$ cat src/rtl/osd_cdm_multicore_bridge_if.sv
// Register-access side and core SPR side of the multicore debug bridge.
// The bridge takes the slave view; whoever drives reg_* and models the cores takes the master view.
interface osd_cdm_multicore_bridge_if #(
  parameter int DATA_WIDTH = 32,
  parameter int NUM_CORES  = 2
);
  logic                            reg_request;
  logic                            reg_write;
  logic [15:0]                     reg_addr;
  logic [15:0]                     reg_wdata;
  logic [15:0]                     reg_rdata;
  logic                            reg_ack;
  logic                            reg_err;
  logic [NUM_CORES-1:0]            stall;
  logic [NUM_CORES-1:0]            strobe;
  logic                            write;
  logic [14:0]                     adr;
  logic [DATA_WIDTH-1:0]           data_in;
  logic [NUM_CORES-1:0]            ack;
  logic [NUM_CORES*DATA_WIDTH-1:0] data_out;
  logic [NUM_CORES-1:0]            breakpoint;

  modport slave (
    input  reg_request, reg_write, reg_addr, reg_wdata, ack, data_out, breakpoint,
    output reg_rdata, reg_ack, reg_err, stall, strobe, write, adr, data_in
  );

  modport master (
    output reg_request, reg_write, reg_addr, reg_wdata, ack, data_out, breakpoint,
    input  reg_rdata, reg_ack, reg_err, stall, strobe, write, adr, data_in
  );
endinterface

$ cat src/rtl/osd_cdm_multicore_bridge.sv
// Core debug access engine: 16-bit register accesses to multi-word SPR transfers on a selected core,
// with per-core stall, sticky breakpoint status and an SPR ack timeout.
module osd_cdm_multicore_bridge #(
  parameter int DATA_WIDTH  = 32,
  parameter int NUM_CORES   = 2,
  parameter int ACK_TIMEOUT = 255
) (
  input logic                       clk,
  input logic                       rst,
  osd_cdm_multicore_bridge_if.slave bus
);
  localparam int         W         = DATA_WIDTH / 16;
  localparam logic [1:0] LAST_WORD = 2'(W - 1);
  // strobe stays up for exactly ACK_TIMEOUT cycles before the transfer is abandoned
  localparam logic [7:0] TMO_LAST  = 8'(ACK_TIMEOUT - 1);

  typedef enum logic [2:0] {IDLE, COLLECT, CORE_WR, CORE_RD, DRAIN} state_t;
  state_t state, state_nxt;

  logic [3:0]            core_sel;
  logic [NUM_CORES-1:0]  stall_reg, bp_status, bp_prev, bp_rise, sel_mask, strobe_q;
  logic                  write_q;
  logic [14:0]           adr_q;
  logic [DATA_WIDTH-1:0] wbuf, rbuf, sel_data;
  logic [1:0]            wcnt, wcnt_nxt, store_idx;
  logic [7:0]            tcnt;
  logic                  rsp_ack_q, rsp_err_q;
  logic                  ack_sel, addr_match, in_core;
  logic                  comb_ack, comb_err, latch_adr, store_word, start_core;
  logic                  core_done, core_tmo, sel_we, stall_we, bp_w1c;
  logic [15:0]           rdata;

  // Word 0 is the most significant 16 bits.
  function automatic logic [15:0] word_of(input logic [DATA_WIDTH-1:0] v, input logic [1:0] idx);
    logic [15:0] wd;
    wd = '0;
    for (int i = 0; i < W; i++)
      if (idx == 2'(i)) wd = v[DATA_WIDTH-16*(i+1) +: 16];
    return wd;
  endfunction

  function automatic logic [DATA_WIDTH-1:0] put_word(input logic [DATA_WIDTH-1:0] v,
                                                     input logic [1:0] idx, input logic [15:0] wd);
    logic [DATA_WIDTH-1:0] r;
    r = v;
    for (int i = 0; i < W; i++)
      if (idx == 2'(i)) r[DATA_WIDTH-16*(i+1) +: 16] = wd;
    return r;
  endfunction

  assign sel_mask   = NUM_CORES'(1) << core_sel;
  assign ack_sel    = |(bus.ack & sel_mask);
  assign bp_rise    = bus.breakpoint & ~bp_prev;
  assign addr_match = bus.reg_addr[14:0] == adr_q;
  assign in_core    = (state == CORE_WR) || (state == CORE_RD);

  always_comb begin
    sel_data = '0;
    for (int c = 0; c < NUM_CORES; c++)
      if (core_sel == 4'(c)) sel_data = bus.data_out[c*DATA_WIDTH +: DATA_WIDTH];
  end

  always_ff @(posedge clk) begin
    if (rst) state <= IDLE;
    else     state <= state_nxt;
  end

  always_comb begin
    state_nxt  = state;
    wcnt_nxt   = wcnt;
    store_idx  = 2'd0;
    comb_ack   = 1'b0;
    comb_err   = 1'b0;
    rdata      = '0;
    latch_adr  = 1'b0;
    store_word = 1'b0;
    start_core = 1'b0;
    core_done  = 1'b0;
    core_tmo   = 1'b0;
    sel_we     = 1'b0;
    stall_we   = 1'b0;
    bp_w1c     = 1'b0;

    if (in_core) begin
      if (ack_sel) begin
        core_done = 1'b1;
        wcnt_nxt  = 2'd1;
        state_nxt = (state == CORE_RD && W > 1) ? DRAIN : IDLE;
      end else if (tcnt == TMO_LAST) begin
        core_tmo  = 1'b1;
        state_nxt = IDLE;
      end
    end

    // While the registered completion pulse is out, the held request is the one being answered.
    if (rsp_ack_q || rsp_err_q) begin
      if (rsp_ack_q) rdata = word_of(rbuf, 2'd0);
    end else if (bus.reg_request && !bus.reg_addr[15]) begin
      case (bus.reg_addr)
        16'h0200: begin rdata = 16'(DATA_WIDTH); comb_err = bus.reg_write; end
        16'h0201: begin rdata = 16'(NUM_CORES);  comb_err = bus.reg_write; end
        16'h0202: begin
          rdata = {12'd0, core_sel};
          if (bus.reg_write) begin
            if (state != IDLE || bus.reg_wdata >= 16'(NUM_CORES)) comb_err = 1'b1;
            else                                                  sel_we   = 1'b1;
          end
        end
        16'h0203: begin rdata = 16'(stall_reg); stall_we = bus.reg_write; end
        16'h0204: begin rdata = 16'(bp_status); bp_w1c   = bus.reg_write; end
        default:  comb_err = 1'b1;
      endcase
      comb_ack = !comb_err;
    end else if (bus.reg_request) begin
      case (state)
        IDLE: begin
          latch_adr = 1'b1;
          if (bus.reg_write) begin
            store_word = 1'b1;
            if (W > 1) begin
              comb_ack  = 1'b1;
              wcnt_nxt  = 2'd1;
              state_nxt = COLLECT;
            end else begin
              start_core = 1'b1;
              state_nxt  = CORE_WR;
            end
          end else begin
            start_core = 1'b1;
            state_nxt  = CORE_RD;
          end
        end
        COLLECT: begin
          if (bus.reg_write && addr_match) begin
            store_word = 1'b1;
            store_idx  = wcnt;
            if (wcnt == LAST_WORD) begin
              start_core = 1'b1;
              state_nxt  = CORE_WR;
            end else begin
              comb_ack = 1'b1;
              wcnt_nxt = wcnt + 2'd1;
            end
          end else begin
            comb_err  = 1'b1;
            state_nxt = IDLE;
          end
        end
        DRAIN: begin
          if (!bus.reg_write && addr_match) begin
            comb_ack = 1'b1;
            rdata    = word_of(rbuf, wcnt);
            if (wcnt == LAST_WORD) state_nxt = IDLE;
            else                   wcnt_nxt  = wcnt + 2'd1;
          end else begin
            comb_err  = 1'b1;
            state_nxt = IDLE;
          end
        end
        default: ;
      endcase
    end
  end

  always_ff @(posedge clk) begin
    if (rst) begin
      rsp_ack_q <= 1'b0;
      rsp_err_q <= 1'b0;
      wcnt      <= '0;
      tcnt      <= '0;
      strobe_q  <= '0;
      write_q   <= 1'b0;
      adr_q     <= '0;
      wbuf      <= '0;
      core_sel  <= '0;
      stall_reg <= '0;
      bp_status <= '0;
      bp_prev   <= '0;
    end else begin
      rsp_ack_q <= core_done;
      rsp_err_q <= core_tmo;
      wcnt      <= wcnt_nxt;
      if (start_core) begin
        strobe_q <= sel_mask;
        write_q  <= bus.reg_write;
        tcnt     <= '0;
      end else if (core_done || core_tmo) begin
        strobe_q <= '0;
        write_q  <= 1'b0;
      end else if (in_core) begin
        tcnt <= tcnt + 8'd1;
      end
      if (latch_adr)  adr_q    <= bus.reg_addr[14:0];
      if (store_word) wbuf     <= put_word(wbuf, store_idx, bus.reg_wdata);
      if (sel_we)     core_sel <= bus.reg_wdata[3:0];
      // A breakpoint edge beats a same-cycle stall write or W1C clear.
      stall_reg <= (stall_we ? bus.reg_wdata[NUM_CORES-1:0] : stall_reg) | bp_rise;
      bp_status <= (bp_status & ~(bp_w1c ? bus.reg_wdata[NUM_CORES-1:0] : '0)) | bp_rise;
      bp_prev   <= bus.breakpoint;
    end
  end

  always_ff @(posedge clk) begin
    if (core_done && state == CORE_RD) rbuf <= sel_data;
  end

  assign bus.reg_ack   = comb_ack | rsp_ack_q;
  assign bus.reg_err   = comb_err | rsp_err_q;
  assign bus.reg_rdata = rdata;
  assign bus.stall     = stall_reg;
  assign bus.strobe    = strobe_q;
  assign bus.write     = write_q;
  assign bus.adr       = adr_q;
  assign bus.data_in   = wbuf;
endmodule
$ cat src/flat_wrapper.sv
// flat-port wrapper written by rule: the top's interface ports become plain ports
module osd_cdm_multicore_bridge_flat 
#(
  parameter int DATA_WIDTH  = 32,
  parameter int NUM_CORES   = 2,
  parameter int ACK_TIMEOUT = 255
)
  (clk, rst, bus_reg_request, bus_reg_write, bus_reg_addr, bus_reg_wdata, bus_ack, bus_data_out, bus_breakpoint, bus_reg_rdata, bus_reg_ack, bus_reg_err, bus_stall, bus_strobe, bus_write, bus_adr, bus_data_in);
  osd_cdm_multicore_bridge_if #(.DATA_WIDTH(DATA_WIDTH), .NUM_CORES(NUM_CORES)) bus_i ();
  input logic clk;
  input logic rst;
  input wire logic [$bits(bus_i.reg_request)-1:0] bus_reg_request;
  input wire logic [$bits(bus_i.reg_write)-1:0] bus_reg_write;
  input wire logic [$bits(bus_i.reg_addr)-1:0] bus_reg_addr;
  input wire logic [$bits(bus_i.reg_wdata)-1:0] bus_reg_wdata;
  input wire logic [$bits(bus_i.ack)-1:0] bus_ack;
  input wire logic [$bits(bus_i.data_out)-1:0] bus_data_out;
  input wire logic [$bits(bus_i.breakpoint)-1:0] bus_breakpoint;
  output wire logic [$bits(bus_i.reg_rdata)-1:0] bus_reg_rdata;
  output wire logic [$bits(bus_i.reg_ack)-1:0] bus_reg_ack;
  output wire logic [$bits(bus_i.reg_err)-1:0] bus_reg_err;
  output wire logic [$bits(bus_i.stall)-1:0] bus_stall;
  output wire logic [$bits(bus_i.strobe)-1:0] bus_strobe;
  output wire logic [$bits(bus_i.write)-1:0] bus_write;
  output wire logic [$bits(bus_i.adr)-1:0] bus_adr;
  output wire logic [$bits(bus_i.data_in)-1:0] bus_data_in;
  assign bus_i.reg_request = bus_reg_request;
  assign bus_i.reg_write = bus_reg_write;
  assign bus_i.reg_addr = bus_reg_addr;
  assign bus_i.reg_wdata = bus_reg_wdata;
  assign bus_i.ack = bus_ack;
  assign bus_i.data_out = bus_data_out;
  assign bus_i.breakpoint = bus_breakpoint;
  assign bus_reg_rdata = bus_i.reg_rdata;
  assign bus_reg_ack = bus_i.reg_ack;
  assign bus_reg_err = bus_i.reg_err;
  assign bus_stall = bus_i.stall;
  assign bus_strobe = bus_i.strobe;
  assign bus_write = bus_i.write;
  assign bus_adr = bus_i.adr;
  assign bus_data_in = bus_i.data_in;
  osd_cdm_multicore_bridge #(.DATA_WIDTH(DATA_WIDTH), .NUM_CORES(NUM_CORES), .ACK_TIMEOUT(ACK_TIMEOUT)) u_core (.clk(clk), .rst(rst), .bus(bus_i));
endmodule
$ cat config.mk
export PLATFORM = sky130hd
export DESIGN_NAME = osd_cdm_multicore_bridge_flat
export DESIGN_NICKNAME = d
export VERILOG_FILES = /design/src/rtl/osd_cdm_multicore_bridge_if.sv /design/src/rtl/osd_cdm_multicore_bridge.sv /design/src/flat_wrapper.sv
export SDC_FILE = /design/constraint.sdc
export NUM_CORES = 1
export LEC_CHECK = 0
export CELL_PAD_IN_SITES_DETAIL_PLACEMENT = 0
export CELL_PAD_IN_SITES_GLOBAL_PLACEMENT = 2
export CORE_ASPECT_RATIO = 0.8
export CORE_UTILIZATION = 30
export DETAILED_ROUTE_END_ITERATION = 12
export PLACE_DENSITY = 0.84
export SYNTH_ARGS = -nofsm -noshare
export SYNTH_HDL_FRONTEND = slang
export SYNTH_SLANG_ARGS = --single-unit
$ cat constraint.sdc
create_clock -name clk -period 7.3 [get_ports clk]
set_input_delay 1.46 -clock clk [delete_from_list [all_inputs] [get_ports clk]]
set_output_delay 1.46 -clock clk [all_outputs]
set_load 0.1 [all_outputs]
# Word-level counts from Yosys, hierarchy flattened
# Index checks and enable logic that the tools add are counted.
# word_totals
ff_bits,107
in_bits,104
out_inout_bits,70
elab_cells,163
# classes
n_addsub,2
magnitude_cmp,1
eq_ne,14
shift,1
n_mux,96
bitwise_logic,10
reduce_logical,24
# op_table
cell,count
two-way mux 16 bit,8
"equality test 16 x 10 -> 1 bit, second input constant",5
two-way mux 32 bit,2
two-way mux 1 bit,48
two-way mux 2 bit,19
two-way mux 3 bit,11
case mux 6 bit (5 select lines),1
">= comparator 16 x 2 -> 1 bit, second input constant",1
equality test 15 bit,1
case mux 3 bit (3 select lines),1
"adder 8 x 1 -> 8 bit, second input constant",1
"equality test 8 bit, second input constant",1
OR reduction 2 bit,4
bitwise AND 2 bit,3
"equality test 3 x 2 -> 1 bit, second input constant",2
case mux 1 bit (2 select lines),3
case mux 1 bit (3 select lines),2
case mux 2 bit (3 select lines),1
AND reduction 2 bit,3
"equality test 2 x 1 -> 1 bit, second input constant",2
"equality test 4 x 1 -> 1 bit, second input constant",1
logical AND 1 bit,4
logical NOT 2 bit,2
logical NOT 4 bit,1
other kinds (13),21

# Longest topological paths before layout
# Gate-level depths: netlist (run 1).
# depth
depth_word,11
ltp_mapped,9
mapped_depth_nobuf,8

# Worst setup path after synthesis (run 1)
# OpenSTA, ideal clock, no wires.
# synth_path
path_type,input port to output port
startpoint,input bus_reg_addr[1]
endpoint,output bus_reg_err
arrival_time_ns,4.018
required_time_ns,5.840
slack_ns,1.822
cell_stages,8
n_path_buf,2
path_cell_list,buf_2 > xnor2_1 > nand4_1 > nor2_1 > and2_1 > buf_2 > a2111o_1 > a21oi_1
# synth_between
elab_chain_cells,8
elab_cells_between_ends,20
classes_between,6 x eq/ne; 9 x mux; 1 x bitwise; 4 x reduce/logical
# synth_lines
item,line_no,rtl
from (decl),flat_wrapper.sv:14,input wire logic [$bits(bus_i.reg_addr)-1:0] bus_reg_addr;
equality test 16 x 10 -> 1 bit / equality test 15 bit (equally long branches),"osd_cdm_multicore_bridge.sv:99, osd_cdm_multicore_bridge.sv:54",
"OR reduction 2 bit (no line), or another cell as far along",-,
"case mux 1 bit (3 select lines), or another cell as far along",osd_cdm_multicore_bridge.sv:99,case (bus.reg_addr)
two-way mux 1 bit / case mux 1 bit (2 select lines) (equally long branches),"osd_cdm_multicore_bridge.sv:98, osd_cdm_multicore_bridge.sv:115",
"two-way mux 1 bit, on equally long branches","osd_cdm_multicore_bridge.sv:96, osd_cdm_multicore_bridge.sv:114",
two-way mux 1 bit (*),osd_cdm_multicore_bridge.sv:98,end else if (bus.reg_request && !bus.reg_addr[15]) begin
two-way mux 1 bit (*),osd_cdm_multicore_bridge.sv:96,if (rsp_ack_q || rsp_err_q) begin
bitwise OR 1 bit (*),osd_cdm_multicore_bridge.sv:208,assign bus.reg_err = comb_err | rsp_err_q;
to (decl),flat_wrapper.sv:21,output wire logic [$bits(bus_i.reg_err)-1:0] bus_reg_err;
# Every way passes the cells marked *; elsewhere a longest branch is shown, timed or not. The select of a mux whose other input is x is not followed.

# Final worst setup path (run 1)
# layout_path
startpoint,input bus_reg_addr[0]
endpoint,output bus_reg_err
# The elaborated chain is that of the path after synthesis.

==> flow_summary.yaml, run 1 <==
status:
  status: "complete, no violations"
pwr:
  leakage_nw: 2.83
  ir_drop_uv: 88.5
  power_w: 0.00137
  p_comb_share_pct: 17.0
  intPower_w: 0.000990
  seq_power_share_pct: 46.4
  switching_share_pct: 27.5
  netSwitchingPower_w: 0.000375
  power.density_mw_per_mm2: 188
  clock_power_share_pct: 36.6
drt:
  ant_nets: 0
  vias: 4293
  routed_wirelength_um: 14600
  first_pass_iters: 5
  drt_iter0_markers: 251
  via_per_inst: 4.87
  routedWlPerCell_um: 16.5
  drc: 0
yosys:
  yosysUniqueCellTypes: 54
  synthArstFlopShare_pct: 0
  synth_xor_area_share_pct: 3.95
  synth_ff_type: "dfxtp_1"
  avgSynthCellArea_um2: 10.2
  syn-num-nets: 606
  synth_seq_cells: 107
  synth_mux_area_share_pct: 10.0
  yosys.area_share.simple_pct: 19.8
  ys_warn_count: 0
  netlist_area_mm2: 0.00509
  synth_edf_count: 32
  synth-adder-area-share_pct: 0.491
  synth_compound_area_share_pct: 14.1
  synthCells: 500
  synth_top_family_by_area: "simple AND/OR/NAND/NOR gates"
  ys_seq_area_share_pct: 48.3
timing:
  fmax_mhz: 164
  setup_tns_ns: 0
  period_share_pct: 83.5
  worstMarginPinSlew_ns: 1.28
  fin_crit_ns: 6.10
  setup_viol: 0
  finClkSkew_ns: 0.00481
  rsz0062_at_grt: "no"
  finalHoldViolCount: 0
  slew_viol_final: 0
  hold_ws_ns: 0.472
  slew_headroom_pct: 14.8
global_route:
  antenna_found_initial: 0
  grt_start_max_net_pins: 84
  grt_pass1_vias: 4151
  grt_use_total_pct: 17.2
  grt_pass1_wl_um: 23100
  grt-ovfl-total: 0
placement:
  portBuffers: 173
  numPlacedInstances: 865
  gp_congestion: 0.831
  post-dp-hpwl_um: 10800
clock_network:
  cts_buffers: 9
  cts_resized: 0
  cts_sinks: 107
  clock_path_buffers: 2
  clock_latency_ns: 0.36
  hold_buffers: 0
  cts_tree: "done"
  root_buffer: "clkbuf_16"
  clkTransAtPathRegs_ns: 0.07
  htreeDepth: 3
  cts_setup_buffers: 0
final_layout:
  drive_gt1_share_pct: 7.56
  layout.nets: 762
  area_growth_pct: 42.4
  num-fill-cells: 1577
  fin_cells: 881
  n_antenna_cell: 0
worst_setup_path:
  cp_max_fo: 12
  critPathCaptureType: "output port"
  critPathLaunchType: "primary input"
  critPathArrivalTime_ns: 4.64
  path_class: "in2out"
  required_ns: 5.84
floorplan:
  coreArea_mm2: 0.0166
  dieArea_mm2: 0.0175
  chipHeight_um: 119
  row_count: 42
  die_w_um: 148
  pin_count: 174
  start_util_pct: 30.8
flow_run:
  maxCapViolCount: 0
min_path:
  hp-class: "reg2reg"
-- power groups by stage --
stage	combinational (W)	clock, W	sequential [W]
after floorplan	0.0000781	0	0.000705
after global placement	0.000231	0	0.000647
after detailed placement	0.000232	0	0.000648
after CTS	0.000233	0.000521	0.000634
after global routing	0.000245	0.000541	0.000636
final	0.000231	0.000500	0.000634
-- worst paths after layout --
path | start | endpoint | slack [ns] | cells past startpoint
worst max-delay path | bus_reg_addr[0] | bus_reg_err | 1.20 | 8
worst min-delay path | u_core.bus.write$_SDFFE_PP0P_ | u_core.bus.write$_SDFFE_PP0P_ | 0.47 | 2
worst max register to register | u_core.bus.adr[6]$_SDFFE_PP0P_ | u_core.bus.data_in[27]$_SDFFE_PP0P_ | 4.91 | 6
worst min register to register | u_core.bus.write$_SDFFE_PP0P_ | u_core.bus.write$_SDFFE_PP0P_ | 0.47 | 2
-- metal layers --
layer  GRT usage [%]  vias to the layer above  wire [um]
met4            7.09                        0        343
met1            23.3                     2043       6900
met2            26.5                      103       6690
met3            3.51                       23        617
li1                -                     2124          -
met5               0                        -          0
-- cell usage after synthesis, drive strengths merged (11+ instances only) --
cell type / number / area [um2]
dfxtp: 75 / 1500
nor2: 56 / 213
mux2i: 51 / 510
a22o: 43 / 377
nand2b: 40 / 258
edfxtp: 32 / 961
clkbuf: 22 / 82.6
nand2: 18 / 70.1
xnor2: 16 / 140
a21oi: 14 / 70.1
buf: 11 / 62.6
nand3: 11 / 55.1
-- cell families after synthesis --
family | count (synthesis)
muxes | 51
and+or+nand+nor | 185
AOI/OAI and AO/OA | 92
buffers and inverters | 40
DFF | 107
xor gates and xnor gates | 23
adders and majority gates | 2
-- layout by cell type (no fill, tap or decap), types with 7 or more instances in the layout --
master / netlist / final
nor3_1: 9 / 9
nand3_1: 11 / 11
o21ai_0: 10 / 10
nor2_1: 55 / 55
buf_4: 1 / 22
nand2b_1: 39 / 39
nor2b_1: 10 / 10
xor2_1: 7 / 7
a21oi_1: 14 / 14
clkbuf_16: 0 / 9
nand2_1: 17 / 17
nand4_1: 10 / 10
a22o_1: 43 / 43
mux2i_1: 51 / 51
dfxtp_1: 75 / 75
edfxtp_1: 32 / 32
xnor2_1: 16 / 16
clkdlybuf4s50_1: 0 / 155
-- final cells by class --
| cell class | instances | area (um2) | area share, % |
|---|---|---|---|
| Multi-Input combinational cell | 353 | 2470 | 34.0 |
| Sequential cell | 107 | 2460 | 33.9 |
| Timing Repair Buffer | 178 | 1720 | 23.7 |
| Tap cell | 220 | 275 | 3.79 |
| Clock buffer | 9 | 225 | 3.10 |
| Clock inverter | 7 | 77.6 | 1.07 |
| Inverter | 7 | 26.3 | 0.362 |
-- through the flow --
stage | cell area, um2 | util [%] | setup WS, ns
finish | 7260 | 43.8 | 1.20
floorplan | 5090 | - | 1.82
global route | 7260 | 43.8 | 0.998
detailed placement | 6950 | 42.0 | 1.24
global placement | 6950 | 42.0 | 1.30
CTS | 7260 | 43.8 | 1.22
-- critical path: stages --
cell	delay, ns
clkdlybuf4s50_1	0.69
xnor2_1	0.18
nand4_1	0.11
nor4_1	0.45
and2_1	0.47
a2111o_1	0.20
a21oi_1	0.06
clkdlybuf4s50_1	1.00
(Power assumes the default switching activity.)
==> run 2, diff against run 1 <==
- CORE_UTILIZATION: 30 -> 25
- PLACE_DENSITY: 0.84 -> 0.74
- clock period: 7.3 -> 5.1 ns (I/O delays scaled with it)
==> flow_summary.yaml, run 2 (synthesis results as in run 1) <==
worst_setup_path:
  slowest_stage: "clkdlybuf4s50_1"
  critPathLaunchType: "primary input"
  reg2reg_slack_ns: 2.87
  ff2ff_path_depth: 7
  worstReg2RegEnd: "u_core.bus.data_in[16]$_SDFFE_PP0P_"
  crit_end: "bus_reg_rdata[15]"
  cp_slowest_stage_delay_ns: 0.69
  r2r_start: "u_core.bus.adr[6]$_SDFFE_PP0P_"
  critPathCaptureType: "output port"
  critPathArrivalTime_ns: 3.69
  path_class: "in2out"
  cp-startpoint: "bus_reg_addr[0]"
  required_ns: 4.08
  cp_max_fo: 13
  crit_chain: "clkdlybuf4s50_1, xnor2_1, nand4_1, nor4_1, and2_1, and4_1, a22o_1, buf_12"
final_layout:
  most-common-layout-cells: "clkdlybuf4s50_1, dfxtp_1, nor2_1"
  final_cell_area_mm2: 0.00753
  num-fill-cells: 1999
  drive_gt1_share_pct: 7.66
  final_common_cell: "clkdlybuf4s50_1"
  area_growth_pct: 47.8
  layout.nets: 767
  n_antenna_cell: 0
drt:
  vias: 4295
  ant_nets: 0
  first_pass_iters: 4
  via_per_inst: 4.62
  routed_wirelength_um: 15700
  drc: 0
  routedWlPerCell_um: 16.8
  drt_iter0_markers: 224
clock_network:
  clkTransAtPathRegs_ns: 0.07
  cts_tree: "done"
  hold_buffers: 0
  htreeDepth: 3
  cts_setup_buffers: 0
  cts_resized: 0
  clock_latency_ns: 0.35
  clock_path_buffers: 2
  cts_sinks: 107
  cts_buffers: 9
  root_buffer: "clkbuf_16"
timing:
  setup_viol: 0
  slew_headroom_pct: 32.2
  slew_viol_final: 0
  finalHoldViolCount: 0
  fmax_mhz: 212
  rsz0062_at_grt: "no"
  hold_ws_ns: 0.464
  finClkSkew_ns: 0.00524
  worstMarginPinSlew_ns: 1.01
  setup_tns_ns: 0
  period_share_pct: 92.4
  fin_crit_ns: 4.71
global_route:
  grt_pass1_vias: 4210
  antenna_found_initial: 0
  grt-ovfl-total: 0
  grt_start_max_net_pins: 50
  grt_use_total_pct: 15.1
  grt_pass1_wl_um: 24000
pwr:
  leakage_nw: 2.90
  p_comb_share_pct: 18.0
  power.density_mw_per_mm2: 250
  intPower_w: 0.00136
  netSwitchingPower_w: 0.000522
  seq_power_share_pct: 48.1
  clock_power_share_pct: 33.9
  ir_drop_uv: 133
  switching_share_pct: 27.7
floorplan:
  chipHeight_um: 130
  row_count: 46
  die_w_um: 162
  pin_count: 174
  start_util_pct: 25.6
  dieArea_mm2: 0.0210
  coreArea_mm2: 0.0199
placement:
  gp_congestion: 0.816
  portBuffers: 173
  placed_cell_area_mm2: 0.00727
  post-dp-hpwl_um: 11900
flow_run:
  maxCapViolCount: 0
min_path:
  hp-class: "reg2reg"
status:
  status: "complete, no violations"
-- run 2: routing by layer --
metal	vias up	part of all wire, %	global-route usage [%]
li1	2129	-	-
met1	2056	48	20.9
met2	95	46	23.5
met3	15	4.6	3.04
met4	0	1.4	4.77
met5	-	0	0
-- run 2: power by group through the flow --
stage	Clock, W	Sequential, W	Combinational (W)
2_1_floorplan	0	0.00101	0.000112
3_3_place_gp	0	0.000927	0.000339
3_5_place_dp	0	0.000927	0.000341
4_1_cts	0.000668	0.000907	0.000342
5_1_grt	0.000696	0.000910	0.000359
6_report	0.000639	0.000908	0.000339
-- run 2: how the worst min path moves through the flow --
| stage | startpoint | endpoint | slack [ns] | cells past startpoint |
|---|---|---|---|---|
| after floorplan | u_core.bp_status[1]$_SDFF_PP0_ | u_core.bp_status[1]$_SDFF_PP0_ | 0.45 | 2 |
| after global placement | u_core.bus.write$_SDFFE_PP0P_ | u_core.bus.write$_SDFFE_PP0P_ | 0.46 | 2 |
| after detailed placement | u_core.bus.write$_SDFFE_PP0P_ | u_core.bus.write$_SDFFE_PP0P_ | 0.46 | 2 |
| after CTS | u_core.bus.write$_SDFFE_PP0P_ | u_core.bus.write$_SDFFE_PP0P_ | 0.47 | 2 |
| after global routing | u_core.bus.write$_SDFFE_PP0P_ | u_core.bus.write$_SDFFE_PP0P_ | 0.50 | 2 |
| final | u_core.bus.write$_SDFFE_PP0P_ | u_core.bus.write$_SDFFE_PP0P_ | 0.46 | 2 |
-- run 2: layout make-up --
class / count / area (um2) / area share [%]
tap: 264 / 330 / 4.39
sequential: 107 / 2460 / 32.7
timing repair buffer: 183 / 1980 / 26.3
inverter: 7 / 26.3 / 0.349
clock buffer: 9 / 225 / 2.99
multi-input combinational: 353 / 2470 / 32.8
clock inverter: 7 / 35.0 / 0.465
-- run 2: stage by stage --
step / setup WS [ns] / util [%] / total power (W) / std cells
floorplan: 0.502 / - / 0.00112 / 500
global placement: 0.494 / 36.5 / 0.00127 / 914
detailed placement: 0.362 / 36.5 / 0.00127 / 914
CTS: 0.367 / 37.8 / 0.00192 / 930
global route: 0.0735 / 37.8 / 0.00197 / 930
finish: 0.387 / 37.8 / 0.00189 / 930
-- run 2: critical path, delay by kind of cell --
family	cells	cell delay, ns
simple gates	4	1.33
buf+inv	2	0.88
compound gates	1	0.28
xor+xnor	1	0.18
==> run 3, diff against run 2 <==
- CAP_MARGIN: default -> 20
==> results of run 3 <==
Same layout as run 2: the final DEF is identical, and so are final timing and power.
